<file path="config.mk">
export PLATFORM = sky130hd
export DESIGN_NAME = serial_word_receiver
export DESIGN_NICKNAME = d
export VERILOG_FILES = /design/src/rtl/serial_word_receiver.sv
export SDC_FILE = /design/constraint.sdc
export NUM_CORES = 1
export LEC_CHECK = 0
export BUFFER_PORTS_ARGS = -buffer_cell sky130_fd_sc_hd__buf_4
export CAP_MARGIN = 20
export CORE_MARGIN = 2
export CORE_UTILIZATION = 45
export DETAILED_ROUTE_END_ITERATION = 7
export PLACE_DENSITY = 0.68
export SYNTH_ARGS = -nofsm -noshare
export SYNTH_HDL_FRONTEND = slang
export SYNTH_SLANG_ARGS = --single-unit
</file>
<file path="constraint.sdc">
create_clock -name CLK -period 2.03 [get_ports CLK]
set_input_delay 0.3045 -clock CLK [delete_from_list [all_inputs] [get_ports CLK]]
set_output_delay 0.3045 -clock CLK [all_outputs]
set_load 0.02 [all_outputs]
</file>
<file path="src/rtl/serial_word_receiver.sv">
// serial_word_receiver
//   Deserializer for the serial stream of a shift register's S_OUT in shift mode.
//   Collects WIDTH enabled bits of a frame, rebuilds the parallel word in the bit
//   order chosen by DIR at frame start, and presents it through a one-entry
//   VALID/READY buffer. A word completing while the buffer holds an unconsumed
//   word is dropped and flagged by the sticky OVERRUN.
// Ports
//   CLK      clock, all state changes on posedge
//   RST      synchronous active-high reset, highest priority
//   ENB      bit strobe; S_IN sampled only when ENB=1
//   S_IN     serial data
//   DIR      0: MSB first, 1: LSB first; sampled with the START bit
//   START    marks the cycle carrying bit 0 of a frame
//   ABORT    drops the partial frame in progress
//   READY    consumer accepts D_OUT on an edge where VALID=1
//   D_OUT    received word, stable while VALID=1 and READY=0
//   VALID    D_OUT holds an unconsumed word
//   BUSY     frame in progress
//   OVERRUN  sticky: a completed word was dropped because the buffer was full
module serial_word_receiver #(
  parameter int WIDTH = 4
) (
  input  logic             CLK,
  input  logic             RST,
  input  logic             ENB,
  input  logic             S_IN,
  input  logic             DIR,
  input  logic             START,
  input  logic             ABORT,
  input  logic             READY,
  output logic [WIDTH-1:0] D_OUT,
  output logic             VALID,
  output logic             BUSY,
  output logic             OVERRUN
);

  localparam int CNT_W = $clog2(WIDTH + 1);
  localparam logic [CNT_W-1:0] LAST_IDX = CNT_W'(WIDTH - 1);

  typedef enum logic {IDLE, RECV} state_t;

  state_t           state_q, state_d;
  logic [CNT_W-1:0] cnt_q;
  logic [WIDTH-1:0] sr_q;
  logic             dir_q;

  logic             frame_start;
  logic             bit_take;
  logic             frame_done;
  logic             frame_drop;
  logic             shift_dir;
  logic [WIDTH-1:0] sr_next;

  function automatic logic [WIDTH-1:0] shift_in(input logic [WIDTH-1:0] sr,
                                                input logic             b,
                                                input logic             lsb_first);
    if (lsb_first) return {b, sr[WIDTH-1:1]};
    else           return {sr[WIDTH-2:0], b};
  endfunction

  always_ff @(posedge CLK) begin
    if (RST) state_q <= IDLE;
    else     state_q <= state_d;
  end

  always_comb begin
    state_d     = state_q;
    frame_start = 1'b0;
    bit_take    = 1'b0;
    frame_done  = 1'b0;
    frame_drop  = 1'b0;
    case (state_q)
      IDLE: begin
        if (START && ENB && !ABORT) begin
          frame_start = 1'b1;
          state_d     = RECV;
        end
      end
      RECV: begin
        // ABORT outranks a simultaneous bit strobe; START is meaningless here.
        if (ABORT) begin
          frame_drop = 1'b1;
          state_d    = IDLE;
        end else if (ENB) begin
          bit_take = 1'b1;
          if (cnt_q == LAST_IDX) begin
            frame_done = 1'b1;
            state_d    = IDLE;
          end
        end
      end
      default: state_d = IDLE;
    endcase
  end

  // The first bit uses the live DIR because dir_q is only being loaded on that edge.
  assign shift_dir = frame_start ? DIR : dir_q;
  assign sr_next   = shift_in(sr_q, S_IN, shift_dir);

  always_ff @(posedge CLK) begin
    if (RST) begin
      cnt_q   <= '0;
      sr_q    <= '0;
      dir_q   <= 1'b0;
      D_OUT   <= '0;
      VALID   <= 1'b0;
      OVERRUN <= 1'b0;
    end else begin
      if (frame_start) begin
        dir_q <= DIR;
        sr_q  <= sr_next;
        cnt_q <= CNT_W'(1);
      end else if (frame_drop) begin
        cnt_q <= '0;
      end else if (bit_take) begin
        sr_q  <= sr_next;
        cnt_q <= frame_done ? '0 : cnt_q + CNT_W'(1);
      end

      // sr_next already contains the final bit, so the word is published on the
      // completing edge and VALID rises the cycle after.
      if (frame_done) begin
        if (!VALID || READY) begin
          D_OUT <= sr_next;
          VALID <= 1'b1;
        end else begin
          OVERRUN <= 1'b1;
        end
      end else if (VALID && READY) begin
        VALID <= 1'b0;
      end
    end
  end

  assign BUSY = (state_q == RECV);

endmodule

</file>
==> metrics, run 1 <==
H-tree Lvls 1; drt total wl between 1000 and 1500 um; layout net count between 90 and 100; Max FO, Critical Path 8; first-pass GRT wire length between 2000 and 2500 um; port bufs 14; Final ANT Viol Nets 0; worst vdd ir 442 uV; postcts setup bufs 0; synth unique cells 24; Max-cap violations 0; register area share after synthesis 0.458; CTS Buffer Depth 2; DP Wirelength around 920 um; most crowded layer after global routing met2; Clock Skews 0.00578 ns; largest net degree at the start of global routing 14; R2R Path Start BUSY; Initial Util 0.492; Simple-Gate Fraction of Synth Area 0.206; R2R depth 4; CTS-repair resized insts 0; gpl congestion 0.737; flop2flop setup slack around 0.45 ns; Critical Setup Path Class reg -> reg; drt initial violations 0; worst hold margin approximately 0.23 ns; hold_sp ABORT; M1 GR Usage 0.182; Synth Area in Compound Gates 0.179; Slew @ Worst Pin between 0.3 and 0.4 ns; TritonCTS Buffers 3; Core Area ~0.0013 mm2; Initial DRT Pass Iterations 1; std cell rows 13; chip width 42.2 um; fraction of final layout cells sized beyond drive strength 1 0.253; syn nets 78; final core utilization 0.596; RR Endpoint sr_q[3]; Mapped Area ~660 um2; met2 usage 0.255; GRT overflow 0; Sink Count 15; routed len/inst 12.9 um; Highest Clock Rate around 0.63 GHz; routing usage on met3 0.0647; adder-cell share of the synthesized area 0.0382; Post-route DRC 0; status complete, no violations; Power Dens Cells 660 mW/mm2; RSZ-0062 raised after global routing no; relative slew slack 0.788; vias in the first global route approximately 500; DIE AREA about 0.0018 mm2; initial antenna violation count 0; Ant. Diodes 0; vias per cell 5.54; Clk pin slew, worst setup/hold paths around 0.090 ns; Cells after Synth 68; mux contribution to synthesized area 0.0954; FF+latch count, synth 15; largest family of logic cells by synthesized area simple AND/OR/NAND/NOR gates; Final setup viols 0; Hold Path Sink BUSY; synth warn 0; die height roughly 42 um; Synth Area in XOR/XNOR 0; critical path required time ~2.2 ns; gr usage total 0.154; Final Cell Area about 800 um2; worst hold path depth 2; Root Buffer clkbuf_4; register area between 300 and 400 um2; Worst setup SP type register; Placed Area 768 um2; clock latency on the worst-skew pair between 0.2 and 0.3 ns; syn_area_per_cell approximately 9.6 um2; final setup TNS 0 ns; CTS tree yes; Data arrival, critical path ~1.7 ns; minimum clock period around 1.6 ns; Pleak ~0.33 nW; fill count 136; Slew Limit Fails 0; final period utilization 0.778; IO Count 15; detailed-route via count 543; Post-CTS Hold Buffers 0; Worst Hold Class in -> reg; area of the multi-input gates around 340 um2; Setup crit end kind register; Final Hold Fails 0; Syn-to-layout area delta 21.2%
-- metrics by stage --
stage	total power, mW	setup slack, ns	instances
after floorplan	0.343	0.509	68
after global placement	0.363	0.384	94
after detailed placement	0.364	0.366	94
after CTS	0.530	0.433	98
after global routing	0.548	0.301	98
final	0.524	0.450	98
-- routing by layer --
layer / wire (um) / up-vias
met5: 0 / -
met4: 0 / 0
met3: 71 / 0
met2: 626 / 12
met1: 567 / 256
li1: - / 275
-- synth_stat cells --
| library cell | count | share of area |
|---|---|---|
| dfxtp_1 | 15 | 0.46 |
| nor2_1 | 10 | 0.057 |
| a211oi_1 | 8 | 0.092 |
| a21oi_1 | 5 | 0.038 |
| nand2_1 | 5 | 0.029 |
| mux2i_1 | 4 | 0.061 |
| clkbuf_1 | 2 | 0.011 |
| ha_1 | 2 | 0.038 |
| nand2b_1 | 2 | 0.019 |
| and3_1 | 1 | 0.0095 |
| and3b_1 | 1 | 0.013 |
| and3b_2 | 1 | 0.015 |
| and4bb_4 | 1 | 0.025 |
| buf_1 | 1 | 0.0057 |
| inv_1 | 1 | 0.0057 |
| mux2i_4 | 1 | 0.034 |
| nand3b_1 | 1 | 0.011 |
| nor2b_1 | 1 | 0.0095 |
| nor3_1 | 1 | 0.0076 |
| o211a_1 | 1 | 0.015 |
| o21a_1 | 1 | 0.011 |
| o21ai_0 | 1 | 0.0076 |
| o21ba_2 | 1 | 0.015 |
| or3_1 | 1 | 0.0095 |
-- where the power goes --
group	internal [mW]	switching [mW]	total (mW)
combinational	0.0257	0.0250	0.0507
clock	0.0762	0.0911	0.167
sequential	0.301	0.00546	0.306
total	0.403	0.122	0.524
-- flip-flops by register name, indices dropped and copies added, names as in the netlist --
register / cells
BUSY: 1
D_OUT: 4
OVERRUN: 1
VALID: 1
cnt_q: 3
dir_q: 1
sr_q: 4
-- cell type report --
type / count / area share
clock buffer: 4 / 0.0331
inverter: 1 / 0.00472
multi-input combinational: 49 / 0.428
sequential: 15 / 0.378
tap: 15 / 0.0236
timing repair buffer: 14 / 0.132
-- how the worst max path moves through the flow --
| stage | start | endpoint | slack (ns) | cells after the start |
|---|---|---|---|---|
| 2_1_floorplan | BUSY | sr_q[3] | 0.51 | 4 |
| 6_report | BUSY | sr_q[3] | 0.45 | 4 |
| 5_1_grt | cnt_q[0] | D_OUT[0] | 0.30 | 5 |
| 3_3_place_gp | ABORT | sr_q[3] | 0.38 | 5 |
| 3_5_place_dp | ABORT | sr_q[3] | 0.37 | 5 |
| 4_1_cts | BUSY | sr_q[3] | 0.43 | 4 |
-- cell usage in the layout (no fill, tap or decap), types with 2 or more instances in the layout --
cell type / synthesis / layout
dfxtp_1: 15 / 15
buf_4: 0 / 14
nor2_1: 10 / 10
a211oi_1: 8 / 8
a21oi_1: 5 / 5
nand2_1: 5 / 5
mux2i_1: 4 / 4
clkbuf_4: 0 / 3
nand2b_1: 2 / 2
ha_1: 2 / 2
-- worst max-delay path, cell delays in order, from the launching register on --
cell,delay [ns]
dfxtp_1,0.38
and4bb_4,0.36
mux2i_4,0.32
mux2i_1,0.30
a211oi_1,0.11
-- logic make-up after synthesis --
logic type	after synthesis
AOI/OAI and AO/OA	17
adders and majority gates	2
buffers and inverters	4
DFF	15
muxes	5
and+or+nand+nor	25
Power figures use the tool's default switching activity.
==> run 2, diff against run 1 <==
==> constraint.sdc (replaced) <==
create_clock -name CLK -period 1.63 [get_ports CLK]
set_input_delay 0.2445 -clock CLK [delete_from_list [all_inputs] [get_ports CLK]]
set_output_delay 0.2445 -clock CLK [all_outputs]
set_load 0.02 [all_outputs]
==> run 2 against run 1 <==
  * Sequential power increased by 24%
  * Worst hold slack worse by 0.067 ns
  * Via count decreased by 0.55%
  * Flip-flop and latch count is the same
  * Worst setup slack lost 0.29 ns
  * Critical path depth stayed put
  * Final cell count rose by 1.0%
  * Critical endpoint unchanged
  * Largest power group unchanged
==> metrics, run 2 (synthesis gave the netlist of run 1 again) <==
DIE AREA between 0.0015 and 0.002 mm2; fill count between 100 and 150; Sink Count 15; M1 GR Usage 0.183; Placement Setup Slack -0.00432 ns; layout net count 95; Post-CTS Hold Buffers 0; Psw about 150 uW; Worst setup SP type register; Initial DRT Pass Iterations 4; Syn-to-layout area delta 22.5%; Core Area about 0.0013 mm2; drt initial violations 2; most crowded layer after global routing met2; chip width 42.2 um; Critical Path Slowest Stage Cell and4bb_4; Highest Clock Rate ~0.68 GHz; worst vdd ir roughly 430 uV; clock group share of total power 0.320; GRT overflow 0; Final Hold Fails 0; DP Wirelength between 900 and 1000 um; gpl congestion slightly above 0.7; Clock Skews roughly 0.0023 ns; Worst Hold Class in -> reg; RSZ-0062 raised after global routing no; Final Cell Area about 800 um2; Final setup viols 0; Setup crit end kind register; Internal just over 500 uW; vias per cell roughly 5.5; Initial Util 0.492; worst path cell trace and4bb_4 -> mux2i_4 -> mux2i_1 -> a211oi_1; routing usage on met3 0.0517; CTS tree yes; Max FO, Critical Path 5; drt total wl between 1000 and 1500 um; port bufs 14; CTS Buffer Depth 2; slowest stage delay, CP 0.32 ns; die height around 42 um; detailed-route via count 540; relative slew slack 0.778; slack of the critical path 0.155 ns; Placed Area between 700 and 800 um2; postcts setup bufs 0; critical path required time 1.79 ns; initial antenna violation count 0; first-pass GRT wire length ~2000 um; Max-cap violations 0; clock latency on the worst-skew pair between 0.2 and 0.3 ns; placed insts 95; Combinational Power Share 0.100; Critical Setup Path Class reg -> reg; std cell rows 13; Slew @ Worst Pin roughly 0.33 ns; IO Count 15; minimum clock period about 1.5 ns; Layout Cells excl Fill 99; Ant. Diodes 0; largest net degree at the start of global routing 14; routed len/inst roughly 13 um; Root Buffer clkbuf_4; final core utilization 0.602; final setup TNS 0 ns; Slew Limit Fails 0; crit-path leading delay family multiplexers; Clk pin slew, worst setup/hold paths 0.08 ns; TritonCTS Buffers 3; commonest cells after routing, fill and taps aside dfxtp_1, buf_4, nor2_1, a211oi_1; Switching Share 0.232; Power Dens Cells between 800 and 900 mW/mm2; Data arrival, critical path approximately 1.6 ns; biggest regs D_OUT (4), sr_q (4), cnt_q (3); gr usage total 0.152; Final ANT Viol Nets 0; H-tree Lvls 1; vias in the first global route around 440; Flop pwr share 0.580; final period utilization 0.905; Pleak ~0.34 nW; met2 usage 0.222; fraction of final layout cells sized beyond drive strength 1 0.274; WP buf/inv 0; CTS-repair resized insts 0; status complete, no violations; Post-route DRC 0
## run 2: cell count changes in the layout (fill, tap and decap cells not counted)
| cell | change |
|---|---|
| and3_1 | -1 |
| and3_2 | +1 |
| buf_4 | +1 |
## run 2: final timing paths
check,start,endpoint,slack (ns),cells past startpoint
setup / recovery,BUSY,sr_q[3],0.15,4
hold / removal,ABORT,BUSY,0.16,2
setup reg to reg,BUSY,sr_q[3],0.15,4
hold reg to reg,cnt_q[2],cnt_q[2],0.45,2
## run 2: layout make-up
class | instances | area (um2) | area share
Clock buffer | 4 | 26.3 | 0.0327
Inverter | 1 | 3.75 | 0.00467
Timing Repair Buffer | 15 | 113 | 0.140
Sequential cell | 15 | 300 | 0.374
Multi-Input combinational cell | 49 | 342 | 0.425
Tap cell | 15 | 18.8 | 0.0234
## run 2: routing by layer
layer  share of wire  vias to the layer above  routed length, um
met2            0.48                       12                616
met4           0.023                        0                 30
li1                -                      275                  -
met3           0.043                        4                 55
met5               0                        -                  0
met1            0.45                      249                583
## run 2: power groups by stage
stage	clock network [mW]	logic (mW)	registers [mW]
2_1_floorplan	0	0.0374	0.389
3_3_place_gp	0	0.0643	0.389
5_1_grt	0.237	0.0716	0.382
6_report	0.210	0.0652	0.380
3_5_place_dp	0	0.0663	0.389
4_1_cts	0.218	0.0664	0.380
## run 2: per-stage QoR
stage	total power, mW	hold slack, ns
floorplan	0.427	0.317
global placement	0.453	0.442
detailed placement	0.455	0.447
CTS	0.664	0.157
global route	0.690	0.150
finish	0.655	0.159
==> run 3, diff against run 2 <==
--- a/config.mk
+++ b/config.mk
@@ -9,7 +9,9 @@
 export CAP_MARGIN = 20
 export CORE_MARGIN = 2
 export CORE_UTILIZATION = 45
+export CTS_BUF_LIST = sky130_fd_sc_hd__clkbuf_4 sky130_fd_sc_hd__clkbuf_8 sky130_fd_sc_hd__clkbuf_16
 export DETAILED_ROUTE_END_ITERATION = 7
+export MAX_ROUTING_LAYER = met4
 export PLACE_DENSITY = 0.68
 export SYNTH_ARGS = -nofsm -noshare
 export SYNTH_HDL_FRONTEND = slang
==> run 3 against run 2 <==
  * Sequential power about the same
  * First-iteration DRC count down 100%
  * Highest routed layer unchanged
  * Total power up 1.9%
  * Final area up 0.47%
  * Worst setup slack worse by 0.0012 ns
  * Sequential share of layout area down 0.17 points
  * Largest power group unchanged
  * Final cell count unchanged
  * Global-route usage up 0.14 points
  * Critical endpoint unchanged
==> metrics, run 3 (synthesis gave the netlist of run 1 again) <==
status complete, no violations; Core Area 0.00133 mm2; Post-route DRC 0; crit-path leading delay family multiplexers; slowest stage delay, CP between 0.3 and 0.4 ns; port bufs 14; Root Buffer clkbuf_4; gpl congestion approximately 0.73; relative slew slack 0.777; DP Wirelength 988 um; routed len/inst between 10 and 15 um; Final Cell Area 807 um2; Data arrival, critical path approximately 1.6 ns; DIE AREA 0.00178 mm2; area of the multi-input gates ~340 um2; R2R depth 4; layout net count 95; Post-CTS Hold Buffers 0; Clk pin slew, worst setup/hold paths approximately 0.08 ns; Max FO, Critical Path 5; commonest cells after routing, fill and taps aside dfxtp_1, buf_4, nor2_1, a211oi_1; Max-cap violations 0; initial antenna violation count 0; Placement Setup Slack -0.00432 ns; clock group share of total power 0.333; Slew Limit Fails 0; Initial Util 0.492; Internal 519 uW; biggest regs D_OUT (4), sr_q (4), cnt_q (3); Sink Count 15; Layout Cells excl Fill 99; WP buf/inv 0; worst vdd ir around 370 uV; std cell rows 13; largest net degree at the start of global routing 14; fraction of final layout cells sized beyond drive strength 1 0.286; Final setup viols 0; Switching Share 0.222; Worst setup SP type register; drt total wl between 1000 and 1500 um; register area approximately 300 um2; final setup TNS 0 ns; vias per cell about 5.4; Highest Clock Rate around 0.68 GHz; placed insts between 90 and 100; GRT overflow 0; TritonCTS Buffers 3; CTS Buffer Depth 2; critical path endpoint sr_q[3]; slack of the critical path 0.154 ns; gr usage total 0.153; critical path required time about 1.8 ns; chip width ~42 um; vias in the first global route 434; Flop pwr share 0.569; final period utilization 0.906; R2R Path Start BUSY; Critical Path Slowest Stage Cell and4bb_4; worst path cell trace and4bb_4 -> mux2i_4 -> mux2i_1 -> a211oi_1; CTS tree yes; Psw about 150 uW; Final ANT Viol Nets 0; fill count 130; minimum clock period between 1 and 1.5 ns; Syn-to-layout area delta 23.1%; Critical Setup Path Class reg -> reg; Pleak 0.342 nW; stages on the worst setup path 4; H-tree Lvls 1; Power Dens Cells around 830 mW/mm2; Initial DRT Pass Iterations 1; Clock Skews 0.00113 ns; RR Endpoint sr_q[3]; worst setup path start BUSY; Setup crit end kind register; Ant. Diodes 0; Final Hold Fails 0; die height ~42 um; IO Count 15; drt initial violations 0; Combinational Power Share 0.098; first-pass GRT wire length between 1500 and 2000 um; Placed Area approximately 780 um2; flop2flop setup slack around 0.15 ns; Worst Hold Class in -> reg; detailed-route via count around 530; RSZ-0062 raised after global routing no; Slew @ Worst Pin ~0.33 ns; clock latency on the worst-skew pair between 0.2 and 0.3 ns
-- run 3: changes by cell type in the layout (fill, tap and decap cells not counted) --
cell / delta
clkbuf_4: +1
clkbuf_1: -1
-- run 3: final cells by class --
cell class	count	share of cell area
sequential	15	0.372
inverter	1	0.00465
tap	15	0.0233
timing repair buffer	15	0.140
multi-input combinational	49	0.423
clock buffer	4	0.0372
-- run 3: how the worst min path moves through the flow --
stage / start / slack (ns) / cells past startpoint / to
after floorplan: RST / 0.32 / 1 / D_OUT[1]
after global placement: cnt_q[1] / 0.44 / 2 / cnt_q[1]
after detailed placement: cnt_q[2] / 0.45 / 2 / cnt_q[2]
after CTS: ABORT / 0.16 / 2 / BUSY
after global routing: ABORT / 0.15 / 2 / BUSY
final: ABORT / 0.16 / 2 / BUSY
-- run 3: per-stage QoR --
| stage | power (mW) | hold WS (ns) | util |
|---|---|---|---|
| CTS | 0.680 | 0.159 | 0.604 |
| detailed placement | 0.455 | 0.447 | 0.582 |
| finish | 0.668 | 0.165 | 0.605 |
| floorplan | 0.427 | 0.317 | - |
| global placement | 0.453 | 0.442 | 0.582 |
| global route | 0.705 | 0.153 | 0.605 |
-- run 3: power groups by stage --
stage / sequential, mW / clock, mW / combinational [mW]
finish: 0.380 / 0.222 / 0.0653
global route: 0.382 / 0.252 / 0.0716
CTS: 0.380 / 0.234 / 0.0664
detailed placement: 0.389 / 0 / 0.0663
global placement: 0.389 / 0 / 0.0643
floorplan: 0.389 / 0 / 0.0374
-- run 3: what timing repair did --
action	CTS	global route
setup endpoints to repair	0	1
setup buffers	0	0
gates resized for setup	0	1
-- run 3: layer usage --
layer | global-route usage | vias up | share of wire
met3 | 0.0517 | 4 | 0.040
met1 | 0.183 | 244 | 0.45
met5 | - | - | 0
met2 | 0.222 | 10 | 0.48
li1 | - | 275 | -
met4 | 0.0938 | 0 | 0.024
